$ cat src/rtl/uart_frame_pkg.sv
// Shared constants for the UART frame decoder: protocol bytes and parser state encodings.
package uart_frame_pkg;

    localparam logic [7:0] SYNC_BYTE = 8'hA5;
    localparam logic [7:0] CMD_WRITE = 8'h01;

    typedef logic [2:0] frameStateT;

    localparam frameStateT ST_IDLE    = 3'd0;
    localparam frameStateT ST_CMD     = 3'd1;
    localparam frameStateT ST_ADDR_LO = 3'd2;
    localparam frameStateT ST_ADDR_HI = 3'd3;
    localparam frameStateT ST_LEN     = 3'd4;
    localparam frameStateT ST_PAYLOAD = 3'd5;
    localparam frameStateT ST_CSUM    = 3'd6;
    localparam frameStateT ST_COMMIT  = 3'd7;

endpackage

$ cat src/rtl/uart_frame_buf.sv
// Payload holding buffer: one synchronous write port, one combinational read port.
module uart_frame_buf
    import uart_frame_pkg::*;
#(
    parameter int MAX_LEN = 16,
    parameter int AW      = 4
) (
    input  logic          iClk,
    input  logic          wrEn,
    input  logic [AW-1:0] wrAddr,
    input  logic [7:0]    wrData,
    input  logic [AW-1:0] rdAddr,
    output logic [7:0]    rdData
);

    logic [7:0] mem [MAX_LEN];

    always_ff @(posedge iClk) begin
        if (wrEn) begin
            mem[wrAddr] <= wrData;
        end
    end

    assign rdData = mem[rdAddr];

endmodule

$ cat src/rtl/uart_frame_decoder.sv
// Parses framed write commands from a UART byte stream, verifies the checksum, then
// replays the buffered payload as a valid/ready write stream.
module uart_frame_decoder
    import uart_frame_pkg::*;
#(
    parameter int CLK_FREQ       = 25000000,
    parameter int TIMEOUT_CYCLES = CLK_FREQ / 1000,
    parameter int MAX_LEN        = 16
) (
    input  logic        iClk,
    input  logic        iRst,
    input  logic [7:0]  iData,
    input  logic        iValid,
    output logic [15:0] oWrAddr,
    output logic [7:0]  oWrData,
    output logic        oWrValid,
    input  logic        iWrReady,
    output logic        oFrameOk,
    output logic        oFrameErr,
    output logic [7:0]  oErrCount,
    output logic        oBusy
);

    localparam int TW = $clog2(TIMEOUT_CYCLES + 1);
    localparam int IW = $clog2(MAX_LEN + 1);
    localparam int AW = (MAX_LEN > 1) ? $clog2(MAX_LEN) : 1;

    frameStateT    state;
    frameStateT    nextState;
    logic [TW-1:0] timeoutCount;
    logic [7:0]    sum;
    logic [7:0]    sumNext;
    logic [15:0]   frameAddr;
    logic [IW-1:0] frameLen;
    logic [IW-1:0] idx;
    logic          inFrame;
    logic          timedOut;
    logic          handshake;
    logic          lastWrite;
    logic          errEvent;
    logic          okEvent;
    logic          storeByte;
    logic          startCommit;
    logic          overrun;
    logic [AW-1:0] rdAddr;
    logic [7:0]    rdData;

    assign sumNext   = sum + iData;
    assign inFrame   = (state != ST_IDLE) && (state != ST_COMMIT);
    assign timedOut  = inFrame && !iValid && (timeoutCount == TW'(TIMEOUT_CYCLES - 1));
    assign handshake = oWrValid && iWrReady;
    assign lastWrite = (idx == frameLen - IW'(1));
    // During COMMIT the read port looks one entry ahead so the next byte is ready at the handshake.
    assign rdAddr    = (state == ST_COMMIT) ? AW'(idx + IW'(1)) : '0;

    uart_frame_buf #(
        .MAX_LEN (MAX_LEN),
        .AW      (AW)
    ) uBuf (
        .iClk   (iClk),
        .wrEn   (storeByte),
        .wrAddr (AW'(idx)),
        .wrData (iData),
        .rdAddr (rdAddr),
        .rdData (rdData)
    );

    always_comb begin
        nextState   = state;
        errEvent    = 1'b0;
        okEvent     = 1'b0;
        storeByte   = 1'b0;
        startCommit = 1'b0;
        overrun     = 1'b0;
        case (state)
            ST_IDLE: begin
                if (iValid && (iData == SYNC_BYTE)) nextState = ST_CMD;
            end
            ST_CMD: begin
                if (iValid) begin
                    if (iData == CMD_WRITE) begin
                        nextState = ST_ADDR_LO;
                    end else begin
                        nextState = ST_IDLE;
                        errEvent  = 1'b1;
                    end
                end
            end
            ST_ADDR_LO: begin
                if (iValid) nextState = ST_ADDR_HI;
            end
            ST_ADDR_HI: begin
                if (iValid) nextState = ST_LEN;
            end
            ST_LEN: begin
                if (iValid) begin
                    if (iData == 8'd0) begin
                        nextState = ST_CSUM;
                    end else if (iData > 8'(MAX_LEN)) begin
                        nextState = ST_IDLE;
                        errEvent  = 1'b1;
                    end else begin
                        nextState = ST_PAYLOAD;
                    end
                end
            end
            ST_PAYLOAD: begin
                if (iValid) begin
                    storeByte = 1'b1;
                    if (lastWrite) nextState = ST_CSUM;
                end
            end
            ST_CSUM: begin
                if (iValid) begin
                    if (sumNext != 8'd0) begin
                        nextState = ST_IDLE;
                        errEvent  = 1'b1;
                    end else if (frameLen == '0) begin
                        nextState = ST_IDLE;
                        okEvent   = 1'b1;
                    end else begin
                        nextState   = ST_COMMIT;
                        startCommit = 1'b1;
                    end
                end
            end
            ST_COMMIT: begin
                overrun = iValid;
                if (handshake && lastWrite) begin
                    nextState = ST_IDLE;
                    okEvent   = 1'b1;
                end
            end
            default: nextState = ST_IDLE;
        endcase
        if (timedOut) begin
            nextState = ST_IDLE;
            errEvent  = 1'b1;
        end
    end

    always_ff @(posedge iClk) begin
        if (iRst) begin
            state        <= ST_IDLE;
            timeoutCount <= '0;
            sum          <= '0;
            frameAddr    <= '0;
            frameLen     <= '0;
            idx          <= '0;
            oWrAddr      <= '0;
            oWrData      <= '0;
            oWrValid     <= 1'b0;
            oFrameOk     <= 1'b0;
            oFrameErr    <= 1'b0;
            oErrCount    <= '0;
            oBusy        <= 1'b0;
        end else begin
            state     <= nextState;
            oBusy     <= (nextState != ST_IDLE);
            oFrameOk  <= okEvent;
            oFrameErr <= errEvent;

            if ((errEvent || overrun) && (oErrCount != 8'hFF)) begin
                oErrCount <= oErrCount + 8'd1;
            end

            if (iValid || !inFrame) begin
                timeoutCount <= '0;
            end else begin
                timeoutCount <= timeoutCount + TW'(1);
            end

            if ((state == ST_IDLE) && iValid && (iData == SYNC_BYTE)) begin
                sum <= 8'd0;
            end else if (inFrame && iValid) begin
                sum <= sumNext;
            end

            if (iValid && (state == ST_ADDR_LO)) frameAddr[7:0]  <= iData;
            if (iValid && (state == ST_ADDR_HI)) frameAddr[15:8] <= iData;
            if (iValid && (state == ST_LEN)) begin
                frameLen <= IW'(iData);
                idx      <= '0;
            end
            if (storeByte) idx <= idx + IW'(1);

            // Each accepted write advances to the prefetched next entry unless it was the last.
            if (startCommit) begin
                idx      <= '0;
                oWrValid <= 1'b1;
                oWrAddr  <= frameAddr;
                oWrData  <= rdData;
            end else if ((state == ST_COMMIT) && handshake) begin
                if (lastWrite) begin
                    oWrValid <= 1'b0;
                end else begin
                    idx     <= idx + IW'(1);
                    oWrAddr <= oWrAddr + 16'd1;
                    oWrData <= rdData;
                end
            end
        end
    end

endmodule

$ cat config.mk
export PLATFORM = sky130hd
export DESIGN_NAME = uart_frame_decoder
export DESIGN_NICKNAME = d
export VERILOG_FILES = /design/src/rtl/uart_frame_pkg.sv /design/src/rtl/uart_frame_buf.sv /design/src/rtl/uart_frame_decoder.sv
export SDC_FILE = /design/constraint.sdc
export NUM_CORES = 1
export LEC_CHECK = 0
export ABC_AREA = 1
export BUFFER_PORTS_ARGS = -buffer_cell sky130_fd_sc_hd__clkbuf_2
export CAP_MARGIN = 20
export CORE_ASPECT_RATIO = 1.4
export CORE_UTILIZATION = 55
export DETAILED_ROUTE_END_ITERATION = 12
export MAX_ROUTING_LAYER = met4
export PLACE_DENSITY_LB_ADDON = 0.08
export SLEW_MARGIN = 20
export SYNTH_ARGS = -nofsm -noshare
export SYNTH_HDL_FRONTEND = slang
export SYNTH_SLANG_ARGS = --single-unit
$ cat constraint.sdc
create_clock -name iClk -period 3.2 [get_ports iClk]
set_clock_uncertainty 0.05 [all_clocks]
set_input_delay 0.48 -clock iClk [delete_from_list [all_inputs] [get_ports iClk]]
set_output_delay 0.48 -clock iClk [all_outputs]
set_load 0.02 [all_outputs]
Yosys cells after proc, flatten, opt, wreduce, memory -nomap -nowiden
Memory sizes are Yosys's and may differ from the RTL's.
Index checks and enable logic that the tools add are counted.

cells by class
  equal/unequal tests = 14
  $add $sub $neg = 6
  mux-type cells = 53
  $lt $le $gt $ge = 1
  reductions and logical operators = 31

operators with widths
  kind                     number
  $mux W16                 3
  $mux W3                  14
  $mux W1                  24
  $mux W8                  3
  $pmux W3 S8              1
  $mux W5                  4
  $add A16 B1 Y16 const B  1
  $add A15 B1 Y15 const B  1
  $eq A15 B15 Y1 const B   1
  $logic_and A1 B1 Y1      14
  $eq A3 B3 Y1 const B     4
  $add A8 B1 Y8 const B    1
  $add A8 B8 Y8            1
  $eq A8 B1 Y1 const B     1
  $eq A8 B8 Y1 const B     1
  $gt A8 B5 Y1 const B     1
  $logic_not A8 Y1         1
  $ne A8 B8 Y1 const B     1
  $reduce_bool A8 Y1       1
  $eq A3 B2 Y1 const B     2
  $reduce_bool A3 Y1       2
  $reduce_or A2 Y1         3
  $add A5 B1 Y5 const B    1
  $eq A5 B5 Y1             1
  other kinds (14)         18

word-level totals
  input bits = 12
  memories = 1
  register bits = 88
  output and inout bits = 36
  memory bits (writable) = 128
  word-level logic and storage cells = 120

memory list
  name      depth  width  rd ports  clocked after memory_dff  write ports  RTL line              text
  uBuf.mem  16     8      1         0                         1            uart_frame_buf.sv:16  logic [7:0] mem [MAX_LEN];

Longest topological paths before layout
Gate-level depths: netlist of the first run.

  depth after elaboration = 8
  mapped depth = 19
  gate-level depth less buffers = 19

Hierarchy
A second synthesis of the first run with hierarchy kept.

second synthesis, totals
  cells, all modules = 1207
  area, all modules = 10387.5 sq um

by module, submodules not included
  module              cells each  seq. area each (sq um)  area each (sq um)  times used
  uart_frame_buf      543         3843.7                  5606.6             1
  uart_frame_decoder  664         1761.7                  4780.8             1

Worst setup path after synthesis of the first run
No wires, ideal clock.

  kind = input -> register
  start point = input port iData[0]
  end point = register oWrAddr[10]
  required time = 3030 ps
  setup slack = 775 ps
  path buffers = 2
  cell stages on the path = 17
  setup time = 120 ps
  arrival = 2255 ps
  path through = ha_1 inv_1 fa_1 inv_1 nand2_1 nand2_1 nand3_1 nand2_1 nand3_1 inv_1 nand2_1 nor2_2 nand3_2 buf_6 buf_6 o21ai_0 a21oi_1

on the way
  cells in the longest elaborated chain, start to end = 7
  elaborated cells between the ends (all ways) = 9
  classes of those cells = add/sub: 1; eq/ne: 1; mux: 4; reduce/logical: 3

RTL lines
  element                                                                     RTL line                   text
  from (decl)                                                                 uart_frame_decoder.sv:12   input logic [7:0] iData,
  $add A8 B8 Y8 *                                                             uart_frame_decoder.sv:48   assign sumNext = sum + iData;
  $reduce_bool A8 Y1 *                                                        uart_frame_decoder.sv:115  if (sumNext != 8'd0) begin
  $mux W1 *                                                                   uart_frame_decoder.sv:115
  $mux W1 *                                                                   uart_frame_decoder.sv:114  if (iValid) begin
  $mux W1 *                                                                   uart_frame_decoder.sv:75   case (state)
  $ne A2 B1 Y1 (no source line) / $reduce_bool A2 Y1 (equally long branches)  -
  $reduce_and A2 Y1 (no source line)                                          -
  to (signal assigned)                                                        uart_frame_decoder.sv:191  oWrAddr <= frameAddr;
  to (signal assigned)                                                        uart_frame_decoder.sv:198  oWrAddr <= oWrAddr + 16'd1;
  to (decl)                                                                   uart_frame_decoder.sv:14   output logic [15:0] oWrAddr,

Mark *: on every way between the ends. The rest lies on a longest branch, timed or not.
A chain may end at the register's enable or synchronous reset.

Worst setup path in the final report of the first run
  start point = register sum[0]
  end point = register oWrAddr[14]

on the way
  cells in the longest elaborated chain, start to end = 7
  elaborated cells between the ends (all ways) = 9
  classes of those cells = add/sub: 1; eq/ne: 1; mux: 4; reduce/logical: 3

RTL lines
  element                                                                     RTL line                   text
  from (decl)                                                                 uart_frame_decoder.sv:31   logic [7:0] sum;
  from (signal assigned)                                                      uart_frame_decoder.sv:176  sum <= sumNext;
  $add A8 B8 Y8 *                                                             uart_frame_decoder.sv:48
  $reduce_bool A8 Y1 *                                                        uart_frame_decoder.sv:115
  $mux W1 *                                                                   uart_frame_decoder.sv:115
  $mux W1 *                                                                   uart_frame_decoder.sv:114
  $mux W1 *                                                                   uart_frame_decoder.sv:75
  $ne A2 B1 Y1 (no source line) / $reduce_bool A2 Y1 (equally long branches)  -
  $reduce_and A2 Y1 (no source line)                                          -

Marks and branches as above.

==> flow_metrics.py, run 1 <==
metrics = {
    "route": {
        "wl_met1_um": 9504,
        "wl_per_cell_um": 16.52,
        "vias": 7592,
        "antenna_left": 0,
        "wl_met2_um": 11940,
        "wl_met3_um": 865,
        "first_pass_iters": 5,
        "drt_wl_total_um": 22930,
        "topRoutingLayerUsed": "met4",
        "drtIter0Drc": 535,
        "via_per_inst": 5.470,
        "route.detailed.drc": 0,
    },
    "sta": {
        "max_freq_ghz": 0.3884,
        "fin_crit_ps": 2575,
        "setup_tns_ps": 0,
        "slew-limit-headroom_pct": 46.62,
        "post-route-period-util_pct": 80.46,
        "grt_setup_unrepaired": "no",
        "hold_viol_final": 0,
        "setup_viol": 0,
        "report.final.slew_viol_count": 0,
        "tightest_slew_ps": 797.7,
    },
    "logic_synthesis": {
        "yosysTopAreaCellShare_pct": 38.72,
        "synth_top_family_by_area": "simple AND/OR/NAND/NOR gates",
        "synth_area_per_cell_sq_um": 9.208,
        "synth-async-reset-ratio_pct": 0,
        "yosysTopAreaCell": "edfxtp_1",
        "synthTopCellsByArea": "edfxtp_1 39%, dfxtp_1 18%, nor2_1 7.4%",
        "yosys.area_share.simple_pct": 20.43,
        "synthMuxAreaShare_pct": 0,
        "ys.flop_type": "edfxtp_1",
        "synthCells": 1078,
        "ys_warn_count": 0,
        "synthAdderAreaFrac_pct": 2.093,
        "synth_compound_area_share_pct": 12.13,
        "ys_ff_latch": 216,
        "netlist_area_sq_um": 9926,
        "synth.net_count": 1106,
        "seq_area_frac_synth_pct": 56.47,
        "ys_types": 41,
        "synth-edff-count": 128,
        "synthXorXnorAreaFrac_pct": 2.824,
    },
    "clocking": {
        "ctsHoldBuffers": 0,
        "worstSkewPairLatency_ps": 490,
        "cts_made_buffers": 21,
        "cts-root-buf": "clkbuf_16",
        "cts_resized": 0,
        "htreeDepth": 1,
        "path_clk_slew_ps": 70,
        "clock_sinks": 216,
        "cts_setup_buffers": 0,
        "cts_tree": "built",
        "clock_path_buffers": 3,
    },
    "global_route": {
        "antenna_found_initial": 0,
        "gr-usage-all-layers_pct": 26.49,
        "grt_first_pass_wirelength_um": 37040,
        "first_global_vias": 7294,
        "grt_overflow": 0,
        "grt_start_max_net_pins": 65,
    },
    "floorplanning": {
        "initial_core_util_pct": 56.81,
        "die_height_um": 161.0,
        "fp-row-count": 57,
        "core_sq_um": 17470,
        "die_w_um": 115.5,
        "die_area_sq_um": 18600,
        "pin_count": 48,
    },
    "placed_design": {
        "dp.cells": 1351,
        "port_buffers": 47,
        "hpwl_um": 15750,
        "gp_congestion": 0.8575,
    },
    "min_path": {
        "hold_class": "input port to flop",
        "hp-start": "iData[3]",
    },
    "critical_path": {
        "critical_path_required_ps": 3580,
        "critPathLaunchType": "flop",
        "crit_type": "flop to flop",
        "critPathMaxFanout": 5,
        "r2r-start": "sum[0]",
        "r2r_slack_ps": 630,
        "startpoint": "sum[0]",
        "arrival_ps": 2950,
        "endpoint_kind": "flop",
    },
    "finish": {
        "final_nets": 1167,
        "fillCellCount": 1504,
        "drive_gt1_share_pct": 12.85,
        "multi_input_area_sq_um": 3720,
        "regArea_sq_um": 5605,
        "layout_commonest_cell": "nor2_1",
        "diodes": 0,
        "final_cells": 1388,
        "syn2layout_area_growth_pct": 12.49,
        "final_cell_mix": "195 x nor2_1, 128 x edfxtp_1, 126 x nand2_1",
    },
    "power": {
        "power.density_nw_per_um2": 492.2,
        "p_leak_nw": 4.193,
        "irDropWorstVdd_uv": 467.4,
        "finalPower_mw": 5.496,
    },
    "job": {
        "drv_cap": 0,
    },
    "run_status": {
        "status": "finished clean",
    },
}
[metal layers]
| metal | vias up | track usage (%) |
|---|---|---|
| li1 | 3777 | - |
| met3 | 34 | 2.717 |
| met2 | 151 | 47.06 |
| met1 | 3630 | 30.98 |
| met5 | - | - |
| met4 | 0 | 8.501 |
[state kept, by name (all words and copies together) (netlist names), 8 cells and up]
register and count:
oWrData 8, frameAddr 16, oErrCount 8, oWrAddr 16, sum 8, timeoutCount 15, uBuf.mem 128
[layout make-up]
class	count	share of cell area, %
timing repair buffer	75	4.325
sequential	216	50.20
clock buffer	25	5.020
tap	236	2.645
inverter	102	3.429
clock inverter	11	1.065
multi-input combinational	723	33.31
[logic make-up (layout without fill, tap and decap cells)]
| logic type | count (synthesis) | in the layout |
|---|---|---|
| adder cells (fa/ha/maj) | 16 | 16 |
| flip-flops | 216 | 216 |
| XOR/XNOR | 32 | 32 |
| buffers and inverters | 139 | 213 |
| AND/OR/NAND/NOR | 454 | 454 |
| AO/OA/AOI/OAI | 221 | 221 |
[Yosys cell counts (all sizes together) (3+ instances only)]
library cell,instances
nor2,204
nand2,132
edfxtp,128
o21ai,120
inv,102
dfxtp,88
a21oi,59
nand3,53
nor3,33
buf,24
o211ai,24
xor2,18
ha,15
xnor2,14
clkbuf,13
or2,13
nand4,10
o22ai,10
nand3b,5
o221ai,3
[through the flow]
| stage | setup WS (ps) | utilization (%) | hold WS [ps] | cell area, sq um |
|---|---|---|---|---|
| 4_1_cts | 586.4 | 63.79 | 226.9 | 11150 |
| 2_1_floorplan | 775.1 | - | 363.2 | 9926 |
| 3_3_place_gp | 437.9 | 59.90 | 378.2 | 10470 |
| 6_report | 625.3 | 63.90 | 248.2 | 11170 |
| 5_1_grt | 294.5 | 63.90 | 208.6 | 11170 |
| 3_5_place_dp | 373.1 | 59.90 | 393.1 | 10470 |
[report_power, final]
| group | internal (mW) | switching [mW] | leakage [nW] | total, mW |
|---|---|---|---|---|
| clock | 1.42 | 1.02 | 0.333 | 2.44 |
| sequential | 2.94 | 0.000197 | 1.86 | 2.94 |
| combinational | 0.0285 | 0.0871 | 2.00 | 0.116 |
[final timing paths]
path	end	cells past startpoint
worst max-delay path	oWrAddr[14]	15
worst min-delay path	uBuf.mem[11][3]	1
worst max register to register	oWrAddr[14]	15
worst min register to register	timeoutCount[0]	1
[worst max-delay path, stage by stage (launching register included)]
cell     delay (ps)
dfxtp_1         350
ha_1            200
inv_1            60
fa_1            390
inv_1            70
nand2_1          40
nand2_1         100
nand3_1          70
nand2_1          80
nand3_1          90
nor2_1          170
and2_1          220
nand3_1         190
o21ai_0         260
nor2_1           70
nor2_1           70
Power figures use the tool's default switching activity.
==> run 2, diff against run 1 <==
Settings changed: ABC_AREA 1 to 0.
Clock period 3.2 ns to 2.2 ns, I/O delays scaled along.
==> run 2 against run 1 <==
Compared with the run above: the run now ends with negative setup slack left; first-iteration DRC count fell by 0.75%; fmax fell by 13%; area after synthesis fell by 1.1%; worst hold slack got worse by 130 ps; combinational power rose by 87%; highest routed layer unchanged; critical path depth fell by 4; via count rose by 0.66%.
==> flow_metrics.py, run 2 <==
metrics = {
    "run_status": {
        "status": "finished with violations",
        "violations": "negative setup slack",
    },
    "clocking": {
        "worstSkewPairLatency_ps": 500,
        "clock_sinks": 216,
        "cts_made_buffers": 21,
        "cts_tree": "built",
        "htreeDepth": 1,
        "ctsHoldBuffers": 0,
        "clock_path_buffers": 3,
        "path_clk_slew_ps": 60,
        "cts-root-buf": "clkbuf_16",
    },
    "route": {
        "via_per_inst": 5.874,
        "vias": 7642,
        "drtIter0Drc": 531,
        "drt_wl_total_um": 25290,
        "route.detailed.drc": 0,
        "wl_per_cell_um": 19.44,
        "antenna_left": 0,
        "first_pass_iters": 5,
    },
    "power": {
        "p_switching_mw": 1.633,
        "clkPwrFrac_pct": 43.6,
        "irDropWorstVdd_uv": 546.8,
        "p_leak_nw": 4.507,
        "switching_share_pct": 20.50,
        "intPower_mw": 6.335,
        "seqPwrFrac_pct": 53.6,
        "pwr-share-comb_pct": 2.7,
        "finalPower_mw": 7.967,
        "power.density_nw_per_um2": 645.2,
    },
    "critical_path": {
        "crit_type": "flop to flop",
        "crit_slowest_cell": "or4b_1",
        "critical_path_buf_inv_count": 2,
        "endpoint_kind": "flop",
        "critPathLaunchType": "flop",
        "crit_chain": "ha_4 > inv_2 > fa_2 > xnor2_2 > or4b_1 > or3_4 > nor4_4 > nor2_2 > buf_6 > a211o_1 > a21oi_1",
        "critical_path_required_ps": 2580,
        "cp_top_family": "simple AND/OR/NAND/NOR gates",
        "cpPeakStageDelay_ps": 520,
        "critPathMaxFanout": 15,
        "arrival_ps": 3350,
    },
    "placed_design": {
        "gp_congestion": 0.8937,
        "place_ws_ps": -990.7,
        "hpwl_um": 17250,
        "port_buffers": 47,
        "dp.cells": 1254,
    },
    "logic_synthesis": {
        "yosysMostFrequentCell": "edfxtp_1",
        "ys_types": 72,
        "synth-async-reset-ratio_pct": 0,
        "ys.flop_type": "edfxtp_1",
        "yosysTopAreaCell": "edfxtp_1",
        "synth_area_per_cell_sq_um": 10.97,
        "netlist_area_sq_um": 9821,
        "yosysTopAreaCellShare_pct": 39.14,
        "synthCells": 895,
        "synthTopCellsByArea": "edfxtp_1 39%, dfxtp_1 18%, a21oi_1 4.6%",
        "ys_warn_count": 0,
        "seq_area_frac_synth_pct": 57.08,
        "ys_ff_latch": 216,
        "synth.net_count": 923,
        "synth-edff-count": 128,
        "synthTopCellsByCount": "128 x edfxtp_1, 91 x a21oi_1, 88 x dfxtp_1",
    },
    "global_route": {
        "globalRouteMet1Util_pct": 33.01,
        "grt_start_max_net_pins": 37,
        "grt_overflow": 0,
        "grt_first_pass_wirelength_um": 39700,
        "grtUsageMet3_pct": 2.922,
        "gr-usage-all-layers_pct": 28.83,
        "gr-max-usage-layer": "met2",
        "grt_use_met2_pct": 50.66,
        "antenna_found_initial": 0,
        "first_global_vias": 7601,
    },
    "finish": {
        "largest_reg_flops": 128,
        "largestRegisters": "uBuf.mem: 128 flops, frameAddr: 16 flops, oWrAddr: 16 flops",
        "final_cells": 1301,
        "fin_util_pct": 70.96,
        "largest-register": "uBuf.mem",
        "fillCellCount": 1332,
        "final_cell_mix": "128 x edfxtp_1, 119 x buf_4, 86 x dfxtp_1",
        "drive_gt1_share_pct": 29.58,
        "multi_input_area_sq_um": 4279,
        "syn2layout_area_growth_pct": 25.74,
        "diodes": 0,
        "layout_commonest_cell": "edfxtp_1",
        "final_nets": 1078,
        "regArea_sq_um": 5608,
    },
    "sta": {
        "hold_viol_final": 0,
        "slew-limit-headroom_pct": 65.34,
        "setup_viol": 45,
        "max_freq_ghz": 0.3365,
        "report.final.slew_viol_count": 0,
        "grt_setup_unrepaired": "yes",
        "setup_tns_ps": -29970,
        "tightest_slew_ps": 519.9,
        "post-route-period-util_pct": 135.1,
        "fin_crit_ps": 2972,
        "setup_ws_ps": -771.9,
    },
    "floorplanning": {
        "die_height_um": 160.1,
        "die_area_sq_um": 18400,
        "pin_count": 48,
        "fp-row-count": 57,
        "die_w_um": 114.9,
        "initial_core_util_pct": 56.44,
        "core_sq_um": 17400,
    },
    "job": {
        "drv_cap": 0,
    },
    "min_path": {
        "hold_class": "input port to flop",
    },
}
==> run 2: cell types whose count changed in the layout (fill, tap and decap cells not counted), sizes merged, moves of 27 or more <==
cell	before	now
nor2	204	88
inv	105	19
a21oi	59	91
o21ai	120	39
nand2	132	74
nand3	53	26
buf	28	138
==> run 2: per-stage QoR <==
| step | cell area [sq um] | hold WS [ps] |
|---|---|---|
| 2_1_floorplan | 10000 | 378.9 |
| 5_1_grt | 12350 | 96.51 |
| 6_report | 12350 | 115.3 |
| 3_3_place_gp | 11370 | 394.4 |
| 4_1_cts | 12260 | 109.9 |
| 3_5_place_dp | 11370 | 399.0 |
==> run 2: power groups by stage <==
stage	Combinational [mW]	Sequential [mW]	Clock (mW)
after floorplan	0.0711	4.36	0
after global placement	0.198	4.36	0
after detailed placement	0.203	4.36	0
after CTS	0.211	4.27	3.52
after global routing	0.230	4.27	3.66
final	0.217	4.27	3.48
==> run 2: area by class of cell <==
class | instances | share of cell area [%]
clock inverters | 6 | 0.3445
flip-flops and latches | 216 | 45.41
well taps | 236 | 2.391
repair buffers | 185 | 11.54
clock buffers | 32 | 5.107
multi-input cells | 608 | 34.65
inverters | 18 | 0.5472
==> run 2: repair_timing <==
action	in CTS	in global routing
gates resized for setup	43	16
buffers inserted	9	3
setup endpoints to repair	45	46
pin swaps	18	13
cloned	1	0
==> run 2: layer usage <==
metal / part of all wire, % / routed length, um / up-vias
met4: 3.8 / 966 / 0
met3: 4.6 / 1151 / 64
met5: 0 / 0 / -
met2: 53 / 13430 / 243
li1: - / - / 3605
met1: 39 / 9743 / 3730
==> run 2: kinds of logic after synthesis <==
group                      synth area share [%]
AOI/OAI and AO/OA                         12.78
xor gates and xnor gates                  3.389
adders and majority gates                 2.115
buffers and inverters                     2.994
DFF                                       57.08
muxes                                     6.319
and+or+nand+nor                           15.33
==> run 2: path summary, 6_finish.rpt <==
kind,startpoint,depth (start not counted),endpoint,slack [ps]
max,sum[0],11,oWrData[1],-770
min,iData[0],1,uBuf.mem[1][0],120
min reg2reg,frameAddr[14],2,frameAddr[14],410
max reg2reg,sum[0],11,oWrData[1],-770
